===== src/rtl/instruction_fetch.sv =====
// Instruction fetch: drives ROM address, assembles 1/2-byte instructions,
// and hands them to execute over a valid/ready handshake.
module instruction_fetch #(
    parameter logic [7:0] RESET_PC = 8'd0
) (
    input  logic       program_clk,
    input  logic       reset,
    input  logic       fetch_enable,
    output logic [7:0] address_bus,
    input  logic [7:0] data_bus,
    output logic       instr_valid,
    input  logic       instr_ready,
    output logic [7:0] instr_opcode,
    output logic [7:0] instr_operand,
    output logic       instr_len,
    output logic [7:0] instr_pc,
    input  logic       redirect,
    input  logic [7:0] redirect_target
);

    typedef enum logic [1:0] {
        S_OP,
        S_IMM,
        S_HOLD
    } state_t;

    state_t     state;
    logic [7:0] pc;
    logic       two_byte;

    assign address_bus = pc;

    always_comb begin
        two_byte = 1'b0;
        if (data_bus[7]) begin
            case (data_bus[6:2])
                5'b00000, 5'b00001, 5'b00011,
                5'b01010, 5'b01100, 5'b01101: two_byte = 1'b1;
                default:                      two_byte = 1'b0;
            endcase
        end
    end

    always_ff @(posedge program_clk or posedge reset) begin
        if (reset) begin
            state         <= S_OP;
            pc            <= RESET_PC;
            instr_valid   <= 1'b0;
            instr_opcode  <= 8'h70;
            instr_operand <= 8'h00;
            instr_len     <= 1'b0;
            instr_pc      <= 8'h00;
        end else if (redirect) begin
            // A coincident handshake has already consumed the held instruction.
            state       <= S_OP;
            pc          <= redirect_target;
            instr_valid <= 1'b0;
        end else if (state == S_HOLD) begin
            // The handshake completes even while fetch is frozen.
            if (instr_ready) begin
                state       <= S_OP;
                instr_valid <= 1'b0;
            end
        end else if (fetch_enable) begin
            case (state)
                S_OP: begin
                    instr_opcode <= data_bus;
                    instr_pc     <= pc;
                    pc           <= pc + 8'd1;
                    if (two_byte) begin
                        state <= S_IMM;
                    end else begin
                        instr_operand <= 8'h00;
                        instr_len     <= 1'b0;
                        instr_valid   <= 1'b1;
                        state         <= S_HOLD;
                    end
                end
                S_IMM: begin
                    instr_operand <= data_bus;
                    instr_len     <= 1'b1;
                    pc            <= pc + 8'd1;
                    instr_valid   <= 1'b1;
                    state         <= S_HOLD;
                end
                default: state <= S_OP;
            endcase
        end
    end

endmodule


===== config.mk =====
export PLATFORM = sky130hd
export DESIGN_NAME = instruction_fetch
export DESIGN_NICKNAME = d
export VERILOG_FILES = /design/src/rtl/instruction_fetch.sv
export SDC_FILE = /design/constraint.sdc
export NUM_CORES = 1
export LEC_CHECK = 0
export BUFFER_PORTS_ARGS = -buffer_cell sky130_fd_sc_hd__buf_4
export CORE_UTILIZATION = 50
export DETAILED_ROUTE_END_ITERATION = 16
export PLACE_DENSITY = 0.79
export SYNTH_ARGS = -nofsm -noshare
export SYNTH_HDL_FRONTEND = slang
export SYNTH_SLANG_ARGS = --single-unit

===== constraint.sdc =====
create_clock -name program_clk -period 2.15 [get_ports program_clk]
set_input_delay 0.3225 -clock program_clk [delete_from_list [all_inputs] [get_ports program_clk]]
set_output_delay 0.3225 -clock program_clk [all_outputs]
set_load 0.005 [all_outputs]

==> flow_metrics.tcl <==
set metrics [dict create \
    critical_path_start_end_classification "reg2reg" \
    p_switching_mw 0.519 \
    fp-row-count 20 \
    nets 221 \
    yosys.cell_types.count 32 \
    clock_insertion_delay_worst_skew_ns 0.33 \
    post_route_hold_slack_ns 0.0736 \
    cts.repair_timing.setup_buffer_count 0 \
    seqPwrFrac_pct 50.9 \
    postSynthRegisterBits 36 \
    synth.top_cells.by_count "dfrtp_1 (33), nand2_1 (21), o21ai_0 (17)" \
    num_antenna_cells 0 \
    routedWlPerCell_um 15.0 \
    routed_wirelength_um 3650 \
    cp-startpoint "state[1]$_DFFE_PP0P_" \
    die_area_um2 3600 \
    mapped_area_um2 1680 \
    p_per_area_nw_per_um2 859 \
    critPathSlowestCell "or3b_4" \
    cts_tree "done" \
    synth-seq-area-share_pct 53.8 \
    max-clock-path-buffers 2 \
    drt_iter0_markers 55 \
    yosysWarnings 0 \
    dieHeight_um 60.0 \
    detailedPlacementHpwl_um 2720 \
    synth_largest_type_area_fraction_pct 49.1 \
    synth.net_count 166 \
    layout-area-overhead-vs-synth_pct 28.8 \
    total_via_count_after_detailed_routing 1300 \
    timing.critical_path.cells "or3b_4 -> nor2_8 -> mux2_2" \
    hold_crit_class "in2async" \
    layout_cell_share_with_drive_strength_beyond_1_pct 43.0 \
    maximum_level_of_the_cts_h_tree 2 \
    portBuffers 54 \
    fin_setup_tns_ns 0 \
    design_area_um2 2170 \
    timing.critical_path.fanout_max 16 \
    layout_min_cycle_time_ns 1.75 \
    critical-path-top-delay-family "simple AND/OR/NAND/NOR gates" \
    timing.slew.headroom_pct 45.9 \
    critical-path-max-stage-delay_ns 0.51 \
    synth.avg_cell_area_um2 11.7 \
    p_int_mw 1.34 \
    grt_antenna_before_repair 0 \
    postPlaceCellArea_um2 2110 \
    vdd.ir_drop.worst_uv 472 \
    vias_in_the_first_global_route 1240 \
    synthesis.instances 144 \
    r2r_start "state[1]$_DFFE_PP0P_" \
    cp.buffers_inverters 0 \
    synth.largest_area_cell "dfrtp_1" \
    cp.arrival_ns 1.97 \
    final.period_utilization_pct 81.4 \
    clkSinkCount 36 \
    layout.area.seq_um2 905 \
    drt.antenna.violating_nets 0 \
    finalWeightedCongestion 0.797 \
    fill_cells 249 \
    die_width_um 60.0 \
    power_leakage_nw 1.01 \
    cts_root_buf "clkbuf_4" \
    finalSetupViolations 0 \
    clock-skew-final_ns 0.00384 \
    hold_violations 0 \
    drt-pass1-iter-count 4 \
    wire_length_of_the_first_global_routing_pass_um 5840 \
    slew_violations 0 \
    cts-buffers-inserted 5 \
    crit_path_start_kind "register" \
    maxClockFrequency_mhz 571 \
    multi_input_area_um2 713 \
    run_status "finished, final reports clean" \
    comb_power_share_pct 28.9 \
    grt_setup_unrepaired "no" \
    detail_route.vias_per_cell 5.33 \
    post_cts.resized_instances 0 \
    endpoint_kind "register" \
    power_frac_clock_pct 20.2 \
    asyncSetResetFlopFracSynth_pct 100 \
    post_cts_hold_buffer_count 0 \
    drv.max_cap_violation_count 0 \
    worst_slew_pin_slew_ns 0.805 \
    post-synth-top-count-cell "dfrtp_1" \
    p_sw_share_pct 27.9 \
    post_synth_edffs 0 \
    grt_max_degree 37 \
    ys_top_cells_by_area "dfrtp_1 (49%), mux2_4 (8.9%), o21ai_0 (5.1%)" \
    cts.reportedPaths.clkPinSlew_ns 0.10 \
    dominantRegCellSynth "dfrtp_1" \
    initial_core_utilization_pct 53.8 \
    globalRouteTotalUtil_pct 22.3 \
    io_pins 55 \
    drc 0 \
    grt_overflow_total 0 \
    worst_ep_required_time_ns 2.37 \
    design.core.area_um2 3130 \
]
==> metal layers <==
metal | track usage (%) | wire length [um]
met1 | 30.0 | 1580
met2 | 33.7 | 1830
met3 | 6.28 | 170
met4 | 9.63 | 70
met5 | 0 | 0
==> power groups by stage <==
stage | registers, mW | clock network (mW) | logic [mW]
after floorplan | 0.943 | 0 | 0.263
after global placement | 0.955 | 0 | 0.529
after detailed placement | 0.965 | 0 | 0.544
after CTS | 0.951 | 0.385 | 0.545
after global routing | 0.967 | 0.411 | 0.591
final | 0.948 | 0.376 | 0.538
==> worst reg2reg max path: cells and delay by family, from the launching register on <==
kind / cells / cell delay, ns
flops: 1 / 0.43
mux: 1 / 0.38
simple gates: 2 / 0.83
==> final timing paths <==
| kind | to | slack, ns | cells past startpoint |
|---|---|---|---|
| hold reg to reg | instr_opcode[2]$_DFFE_PP0P_ | 0.53 | 1 |
| setup / recovery | instr_opcode[1]$_DFFE_PP0P_ | 0.40 | 3 |
| min in group program_clk | address_bus[6]$_DFFE_PP0P_ | 0.19 | 3 |
| max in group asynchronous | instr_opcode[5]$_DFFE_PP1P_ | 1.73 | 3 |
| hold / removal | instr_pc[5]$_DFFE_PP0P_ | 0.07 | 3 |
| setup reg to reg | instr_opcode[1]$_DFFE_PP0P_ | 0.40 | 3 |
==> cells by family after synthesis <==
kind of cell	share of synthesized area, %
AO/OA/AOI/OAI	12.2
XOR/XNOR	4.16
adder cells (fa/ha/maj)	0.743
buffers and inverters	3.87
flip-flops	53.8
multiplexers	13.5
AND/OR/NAND/NOR	11.7
==> state kept, by name, summed over array words and instances (netlist names) <==
name / count
address_bus: 8
instr_len: 1
instr_opcode: 8
instr_operand: 8
instr_pc: 8
instr_valid: 1
state: 2
==> per-stage QoR <==
| stage | std cells | power (mW) | worst slack [ns] | util, % |
|---|---|---|---|---|
| 6_report | 244 | 1.86 | 0.400 | 69.3 |
| 5_1_grt | 244 | 1.97 | 0.331 | 69.3 |
| 2_1_floorplan | 144 | 1.21 | 0.610 | - |
| 3_5_place_dp | 236 | 1.51 | 0.325 | 67.4 |
| 4_1_cts | 244 | 1.88 | 0.387 | 69.3 |
| 3_3_place_gp | 236 | 1.48 | 0.360 | 67.4 |
==> placed cells by master, fill, tap and decap left out, types with 3 or more instances in the layout <==
cell type	count
mux2_4	10
dfstp_2	3
buf_4	56
xor2_1	4
nand2_1	21
clkbuf_4	5
nand4_1	3
a22oi_1	8
dfrtp_1	33
mux2_2	6
inv_1	4
o21ai_0	17
xnor2_1	4
==> area by class of cell <==
type / count / share of cell area [%]
tap: 44 / 2.54
timing repair buffer: 56 / 19.4
clock buffer: 8 / 2.71
inverter: 4 / 0.693
multi-input combinational: 96 / 32.9
sequential: 36 / 41.7
No activity file was read; power rests on OpenSTA's default activity.
